==> src/rtl/bram_stream_reader.sv <==
// bram_stream_reader: burst reader that walks a single-port BRAM from base_addr
// for len words and presents the data as a valid/ready stream through a
// 4-entry output FIFO. Issue is credit-limited so the FIFO can never overflow.
// Optional feature: define BRAM_STREAM_READER_LAST_EN to add the m_last port.
module bram_stream_reader #(
    parameter int unsigned DATA_WIDTH = 16,
    parameter int unsigned ADDR_WIDTH = 9
) (
    input  logic                  clka,
    input  logic                  rsta,
    input  logic                  start,
    input  logic [ADDR_WIDTH-1:0] base_addr,
    input  logic [ADDR_WIDTH:0]   len,
    output logic                  busy,
    output logic                  done,
    output logic                  bram_wea,
    output logic [ADDR_WIDTH-1:0] bram_addra,
    input  logic [DATA_WIDTH-1:0] bram_douta,
    output logic                  m_valid,
    input  logic                  m_ready,
    output logic [DATA_WIDTH-1:0] m_data
`ifdef BRAM_STREAM_READER_LAST_EN
    ,
    output logic                  m_last
`endif
);

    localparam int unsigned CNT_W      = ADDR_WIDTH + 1;
    localparam int unsigned FIFO_DEPTH = 4;
    localparam int unsigned PTR_W      = 2;
    localparam int unsigned OCC_W      = 3;

    typedef enum logic [1:0] {IDLE, RUN, DRAIN} state_t;

    state_t                state;
    logic [ADDR_WIDTH-1:0] rd_addr;
    logic [CNT_W-1:0]      rem;
    logic                  rd_v1;
    logic                  rd_v2;
    logic [DATA_WIDTH-1:0] fifo_mem [FIFO_DEPTH];
    logic [PTR_W-1:0]      wr_ptr;
    logic [PTR_W-1:0]      rd_ptr;
    logic [OCC_W-1:0]      occ;

    logic                  pop;
    logic                  push;
    logic                  issue;
    logic                  last_xfer;
    logic [3:0]            credit;

    assign bram_wea = 1'b0;
    assign m_valid  = (occ != '0);
    assign m_data   = fifo_mem[rd_ptr];

    // Handshake, credit check and end-of-burst detection
    always_comb begin
        pop       = m_valid && m_ready;
        push      = rd_v2;
        credit    = 4'(occ) + 4'(rd_v1) + 4'(rd_v2);
        issue     = (state == RUN) && (credit < (4'(FIFO_DEPTH) + 4'(pop)));
        last_xfer = (state == DRAIN) && pop && (occ == OCC_W'(1)) && !rd_v1 && !rd_v2;
    end

    // Control FSM, address issue, read pipeline and output FIFO
    always_ff @(posedge clka) begin
        if (rsta) begin
            state      <= IDLE;
            busy       <= 1'b0;
            done       <= 1'b0;
            bram_addra <= '0;
            rd_addr    <= '0;
            rem        <= '0;
            rd_v1      <= 1'b0;
            rd_v2      <= 1'b0;
            wr_ptr     <= '0;
            rd_ptr     <= '0;
            occ        <= '0;
            for (int i = 0; i < int'(FIFO_DEPTH); i++) begin
                fifo_mem[i] <= '0;
            end
        end else begin
            done <= 1'b0;
            case (state)
                IDLE: begin
                    if (start) begin
                        if (len == '0) begin
                            done <= 1'b1;
                        end else begin
                            rd_addr <= base_addr;
                            rem     <= len;
                            busy    <= 1'b1;
                            state   <= RUN;
                        end
                    end
                end
                RUN: begin
                    if (issue) begin
                        bram_addra <= rd_addr;
                        rd_addr    <= rd_addr + ADDR_WIDTH'(1);
                        rem        <= rem - CNT_W'(1);
                        if (rem == CNT_W'(1)) begin
                            state <= DRAIN;
                        end
                    end
                end
                DRAIN: begin
                    if (last_xfer) begin
                        done  <= 1'b1;
                        busy  <= 1'b0;
                        state <= IDLE;
                    end
                end
                default: state <= IDLE;
            endcase

            // BRAM samples the address one edge after issue; data lands one edge later
            rd_v1 <= issue;
            rd_v2 <= rd_v1;

            if (push) begin
                fifo_mem[wr_ptr] <= bram_douta;
                wr_ptr           <= wr_ptr + PTR_W'(1);
            end
            if (pop) begin
                rd_ptr <= rd_ptr + PTR_W'(1);
            end
            case ({push, pop})
                2'b10:   occ <= occ + OCC_W'(1);
                2'b01:   occ <= occ - OCC_W'(1);
                default: occ <= occ;
            endcase
        end
    end

`ifdef BRAM_STREAM_READER_LAST_EN
    logic [CNT_W-1:0] tx_left;

    assign m_last = m_valid && (tx_left == CNT_W'(1));

    // Words still to be transferred in the current burst
    always_ff @(posedge clka) begin
        if (rsta) begin
            tx_left <= '0;
        end else if ((state == IDLE) && start && (len != '0)) begin
            tx_left <= len;
        end else if (pop) begin
            tx_left <= tx_left - CNT_W'(1);
        end
    end
`endif

endmodule

==> config.mk <==
export PLATFORM = sky130hd
export DESIGN_NAME = bram_stream_reader
export DESIGN_NICKNAME = d
export VERILOG_FILES = /design/src/rtl/bram_stream_reader.sv
export SDC_FILE = /design/constraint.sdc
export NUM_CORES = 1
export LEC_CHECK = 0
export CORE_AREA = 2 2 109 111
export DETAILED_ROUTE_END_ITERATION = 10
export DIE_AREA = 0 0 111 113
export PLACE_DENSITY = 0.66
export SYNTH_ARGS = -nofsm -noshare
export SYNTH_HDL_FRONTEND = slang
export SYNTH_SLANG_ARGS = --single-unit
export TNS_END_PERCENT = 30
==> constraint.sdc <==
create_clock -name clka -period 7.2 [get_ports clka]
set_clock_uncertainty 0.2 [all_clocks]
set_input_delay 1.8 -clock clka [delete_from_list [all_inputs] [get_ports clka]]
set_output_delay 1.8 -clock clka [all_outputs]
set_load 0.005 [all_outputs]
[Yosys cells after proc, flatten, opt, wreduce, memory -nomap -nowiden]
Memory sizes are Yosys's and may differ from the RTL's. A register that Yosys moved wholly into a read port is not among the register bits.
Index checks and enable logic that the tools add are counted.
Storage, ports and cells
  register bits: 41
  logic and storage cells: 85
  memories kept: 1
  bits in writable memories: 64
  output and inout port bits: 29
  bits of input ports: 39
Memories
  fifo_mem: words 4, width 16, read ports 1, clocked after Yosys merged registers in 1, write ports 4, RTL line 40  | logic [DATA_WIDTH-1:0] fifo_mem [FIFO_DEPTH];
Cells by class
  equal/unequal tests: 11
  $add $sub $neg: 9
  reductions and logical operators: 19
  mux-type cells: 33
  order comparisons: 1
Operators with widths (count)
  $mux 10: 3
  $mux 9: 3
  $pmux 10 s2: 1
  $pmux 9 s2: 1
  $mux 16: 1
  $mux 2: 8
  $reduce_or 16->1: 1
  $mux 1: 12
  $eq 10x1->1 const B: 1
  $logic_not 10->1: 1
  $sub 10x1->10 const B: 1
  $add 9x1->9 const B: 1
  $ne 2x2->1 const B: 4
  $reduce_and 4->1: 2
  $logic_and 1x1->1: 6
  $pmux 2 s3: 1
  $pmux 3 s2: 1
  $reduce_bool 2->1: 3
  $reduce_and 5->1: 1
  $add 2x1->2 const B: 2
  $add 3x1->4: 1
  $add 3x1->4 const A: 1
  $add 4x1->4: 1
  $eq 2x1->1 const B: 2
  11 further kinds: 14

[Logic depth before layout (Yosys ltp)]
Gate-level depths: netlist of run 1.
  depth after elaboration: 8
  gate-level depth with buffers: 10
  depth with buffers taken out: 9

[Worst setup path before layout of run 1]
Ideal clock, no wire load.
  kind: input to register
  start: in rsta
  end: mem fifo_mem[1][0], enable pin
  data arrival time: 2708 ps
  setup slack: 3828 ps
  stages: 3
  buffers on the path: 1
  cell sequence: inv_1 > clkbuf_1 > o21ai_0
RTL lines
  start, declared: RTL line 10  | input logic rsta,
  end, declared: RTL line 40

==> impl_metrics.ini, run 1 <==
[outcome]
status = finished clean

[cts]
clk_pin_slew_ns = 0.07
clock_latency_ns = 0.34
clock_path_buffers = 2
cts_resized = 0
cts-root-buf = clkbuf_16
cts_setup_buffers = 0
htree_levels = 3
cts_tree = done
cts_buffers = 9
ctsHoldBuffers = 0
clock-sinks = 107

[synthesis]
syn_avg_cell_area_um2 = 11.1
synthSimpleGateAreaFrac_pct = 16.3
synth_fa_ha_area_share_pct = 2.66
synth_edf_count = 64
synthMuxAreaShare_pct = 9.24
synth-compound-area-share_pct = 10.2
seq_area_frac_synth_pct = 55.8
async_flop_share_pct = 0
synth_area_um2 = 4980
synthTopCellsByArea = edfxtp_1, dfxtp_1, mux4_2
ys_seq_elements = 107
syn_inst = 451
synth_top_cell_area_share_pct = 38.6
synth_xor_area_share_pct = 1.23
synth.most_common_cell = nor2_1
synth_flop_cell = edfxtp_1
synth_top_family_by_area = simple AND/OR/NAND/NOR gates
yosysWarnings = 0
synth_commonest_cells = nor2_1, edfxtp_1, dfxtp_1, nand2_1, inv_1
synth_area_leader_cell = edfxtp_1
synth_nets = 500
yosys.cell_types.count = 59

[layout]
area_growth_pct = 21.6
fin_nets = 558
fillCellCount = 1012
drive_gt1_share_pct = 10.5
post-route-util_pct = 53.8
antennaDiodeCount = 0

[route]
dr.pass1.iters = 5
postRouteWirelength_um = 10500
vias = 3539
drt_first_iter_violations = 173
routedWlPerCell_um = 15.9
ant_nets = 0
vias_per_cell = 5.39
drc = 0

[worst_setup_path]
timing.rr.start = push$_SDFF_PP0_
r2r_setup_slack_ns = 4.33
r2r_end = rem[3]$_SDFFE_PP0P_
reg2reg_depth = 10
crit_arrival_ns = 2.50
start_kind = register
crit_required_ns = 5.20
critical_path_class = register to output pin
critPathCaptureType = output pin
cp_max_fo = 16

[die]
start_util_pct = 44.2
dieArea_um2 = 12500
die_h_um = 113
fp.dieW_um = 111
core_region_area_um2 = 11300
rows = 39
pin_count = 68

[placement]
dp.final_hpwl_um = 6870
io_buffers = 66
gp_congestion = 0.776

[grt]
grt_max_degree = 43
grt_pass1_vias = 3518
grt_first_pass_wirelength_um = 17400
grtUsageTotal_pct = 17.4
antenna_found_initial = 0
overflow = 0

[pwr]
combPwrFrac_pct = 22.3
p_int_uw = 1170
power.total_uw = 1610
p_leak_uw = 0.00226
ir_drop_uv = 167
power_frac_clock_pct = 30.9
powerDensity_nw_per_um2 = 266
p_sw_share_pct = 27.4
power_frac_seq_pct = 46.8
p_sw_uw = 441

[timing]
fin_setup_tns_ns = 0
timing.fmax_mhz = 222
whs_ns = 0.279
finalSetupViolCount = 0
drv_slew = 0
rsz0062_at_grt = no
max_slew.worst_pin.slew_ns = 1.22
relSlewSlack_pct = 18.7
min_period_ns = 4.50
final_hold_viol_count = 0
timing.final.crit_share_pct = 62.5

[flow_run]
maxCapViolations = 0

[hold_path]
hold_path.class = register to register
whs_path_depth = 2
min_to = rem[8]$_SDFFE_PP0P_
min_from = rem[8]$_SDFFE_PP0P_
==> cell usage in the layout (no fill, tap or decap), types with 10 or more instances in the layout <==
master	count
mux2i_1	10
nand2_1	43
inv_1	26
a21oi_1	19
mux4_2	16
nor2_1	79
edfxtp_1	64
dfxtp_1	43
clkdlybuf4s50_1	66
==> cells by family (layout without fill, tap and decap cells) <==
family                   count (synthesis)  count (layout)
AND/OR/NAND/NOR                        173             173
XOR/XNOR                                 7               7
flip-flops                             107             107
adder cells (fa/ha/maj)                 10              10
multiplexers                            26              26
AO/OA/AOI/OAI                           74              74
other                                    1               1
buffers and inverters                   53             116
==> through the flow <==
stage | cell area, um2 | worst slack (ns) | std cells
after global placement | 5760 | 2.95 | 641
final | 6060 | 2.70 | 657
after global routing | 6060 | 2.49 | 657
after floorplan | 4980 | 3.83 | 451
after detailed placement | 5760 | 2.92 | 641
after CTS | 6060 | 2.61 | 657
==> power by group through the flow <==
stage | sequential (uW) | clock, uW | combinational (uW)
after floorplan | 734 | 0 | 255
after global placement | 767 | 0 | 354
after detailed placement | 770 | 0 | 361
after CTS | 757 | 507 | 363
after global routing | 766 | 534 | 394
final | 755 | 498 | 360
==> how the worst max path moves through the flow <==
stage                                        end  slack [ns]     start
floorplan           fifo_mem[1][0]$_SDFFCE_PN0P_        3.83      rsta
global placement        fifo_mem[3][2]$_DFFE_PP_        2.95      rsta
detailed placement     fifo_mem[3][10]$_DFFE_PP_        2.92      rsta
CTS                                    m_data[9]        2.61  register
global route                           m_data[9]        2.49  register
finish                                 m_data[9]        2.70  register
==> registers in the layout, indices dropped and copies added, names as in the netlist, 2 cells and up, named ones only <==
name,flops
rem,10
fifo_mem,64
bram_addra,9
rd_ptr,2
state,2
wr_ptr,2
occ,3
rd_addr,9
==> layout make-up <==
type                            instances  area, um2  area share, %
Timing Repair Buffer                   74        721           11.9
Multi-Input combinational cell        291       1980           32.7
Tap cell                              143        179           2.95
Clock inverter                          6       72.6           1.20
Inverter                               26       97.6           1.61
Clock buffer                           10        229           3.78
Sequential cell                       107       2780           45.9
==> per-layer routing <==
layer  vias up  part of all wire (%)  GRT usage, %
met5         -                     0             0
met4         0                   1.4          5.50
met3        14                   5.9          4.02
met2       118                    50          30.3
met1      1682                    43          21.7
li1       1725                     -             -
==> worst max-delay path, stage by stage, from the launching register on <==
cell and delay (ns):
dfxtp_1 1.07, mux4_2 0.62, clkdlybuf4s50_1 0.47
(Power assumes the default switching activity.)
==> run 2: changes to the inputs <==
==> constraint.sdc (replaced) <==
create_clock -name clka -period 4.32 [get_ports clka]
set_clock_uncertainty 0.2 [all_clocks]
set_input_delay 1.08 -clock clka [delete_from_list [all_inputs] [get_ports clka]]
set_output_delay 1.08 -clock clka [all_outputs]
set_load 0.005 [all_outputs]
==> run 2 against run 1 <==
- critical endpoint is now m_data[3]
- combinational power up 79%
- worst hold slack worse by 0.0044 ns
- largest power group unchanged
- first-iteration DRC count up 4.0%
- highest routed layer unchanged
==> impl_metrics.ini, run 2 (synthesis gave the netlist of run 1 again) <==
[outcome]
status = finished clean

[worst_setup_path]
crit_path_top_delay_cell = dfxtp_1
slowest_delay_ns = 0.86
cp_max_fo = 16
start_kind = register
reg2reg_depth = 10
critPathCaptureType = output pin
worstPathCellList = mux4_2 > clkdlybuf4s50_1
crit_arrival_ns = 2.09
crit_required_ns = 3.04
r2r_end = rem[0]$_SDFFE_PP0P_
cp-endpoint = m_data[3]
r2r_setup_slack_ns = 1.47
critical_path_class = register to output pin
timing.rr.start = push$_SDFF_PP0_

[die]
fp.dieW_um = 111
start_util_pct = 44.2
core_region_area_um2 = 11300
dieArea_um2 = 12500
die_h_um = 113
pin_count = 68
rows = 39

[cts]
cts_setup_buffers = 0
clock-sinks = 107
clock_latency_ns = 0.34
cts_buffers = 9
clock_path_buffers = 2
ctsHoldBuffers = 0
cts-root-buf = clkbuf_16
clk_pin_slew_ns = 0.07
cts_tree = done
htree_levels = 3
cts_resized = 0

[layout]
max_flop_register = fifo_mem
largest_reg_flops = 64
fin_nets = 560
top_regs = fifo_mem (64), rem (10)
drive_gt1_share_pct = 11.0
final_cell_mix = nor2_1, clkdlybuf4s50_1, edfxtp_1, nand2_1, dfxtp_1
layout_commonest_cell = nor2_1
fillCellCount = 1027
antennaDiodeCount = 0
post-route-util_pct = 53.8
area_growth_pct = 21.6

[placement]
gp_congestion = 0.791
io_buffers = 66
dp.final_hpwl_um = 7100

[grt]
grtUsageTotal_pct = 17.4
grt_first_pass_wirelength_um = 17600
grt_max_degree = 42
overflow = 0
grt_pass1_vias = 3503
antenna_found_initial = 0

[route]
met1_length_um = 4710
wl_met2_um = 5360
routedWlPerCell_um = 16.2
dr.pass1.iters = 4
postRouteWirelength_um = 10700
highest_layer = met4
dr_wl_met3_um = 464
ant_nets = 0
vias = 3532
vias_per_cell = 5.36
drc = 0
drt_first_iter_violations = 180

[timing]
timing.final.crit_share_pct = 77.9
rsz0062_at_grt = no
drv_slew = 0
min_period_ns = 3.37
fin_setup_tns_ns = 0
finalSetupViolCount = 0
final_hold_viol_count = 0
max_slew.worst_pin.slew_ns = 0.822
relSlewSlack_pct = 45.1
timing.fmax_mhz = 297

[pwr]
p_leak_uw = 0.00226
powerDensity_nw_per_um2 = 438
ir_drop_uv = 189

[flow_run]
maxCapViolations = 0

[hold_path]
hold_path.class = register to register
## run 2: worst max-delay path: cells and delay by family, from the launching register on
kind	cells	cell delay, ns
buffers and inverters	1	0.47
DFF	1	0.86
muxes	1	0.42
## run 2: per-stage QoR
step | worst slack, ns | hold slack (ns) | instance area (um2) | power, uW | instances
final | 0.953 | 0.274 | 6060 | 2660 | 659
after global routing | 0.867 | 0.289 | 6060 | 2780 | 659
after CTS | 0.893 | 0.277 | 6060 | 2680 | 659
after detailed placement | 1.06 | 0.260 | 5770 | 1900 | 643
after global placement | 1.11 | 0.265 | 5770 | 1880 | 643
after floorplan | 1.67 | 0.246 | 4980 | 1650 | 451
## run 2: report_power, final
part | leakage [uW] | switching [uW] | internal (uW) | total, uW
combinational | 0.00111 | 301 | 343 | 643
clock | 0.000136 | 387 | 402 | 789
sequential | 0.00101 | 65.3 | 1160 | 1220
## run 2: area by class of cell
type	instances	area, um2	share of cell area (%)
Sequential cell	107	2780	45.9
Clock buffer	9	225	3.72
Inverter	26	97.6	1.61
Multi-Input combinational cell	291	1980	32.7
Clock inverter	7	60.1	0.991
Tap cell	143	179	2.95
Timing Repair Buffer	76	736	12.1
## run 2: per-layer routing
metal	up-vias	track usage, %
met5	-	0
met4	0	5.50
met3	14	2.57
met2	85	30.8
met1	1704	22.4
li1	1729	-
## run 2: worst min-delay path by stage
stage	startpoint	to	slack (ns)	depth (start not counted)
floorplan	rem[8]$_SDFFE_PP0P_	rem[8]$_SDFFE_PP0P_	0.25	2
global placement	rem[8]$_SDFFE_PP0P_	rem[8]$_SDFFE_PP0P_	0.27	2
detailed placement	rem[8]$_SDFFE_PP0P_	rem[8]$_SDFFE_PP0P_	0.26	2
CTS	rem[8]$_SDFFE_PP0P_	rem[8]$_SDFFE_PP0P_	0.28	2
global route	rem[8]$_SDFFE_PP0P_	rem[8]$_SDFFE_PP0P_	0.29	2
finish	rem[8]$_SDFFE_PP0P_	rem[8]$_SDFFE_PP0P_	0.27	2
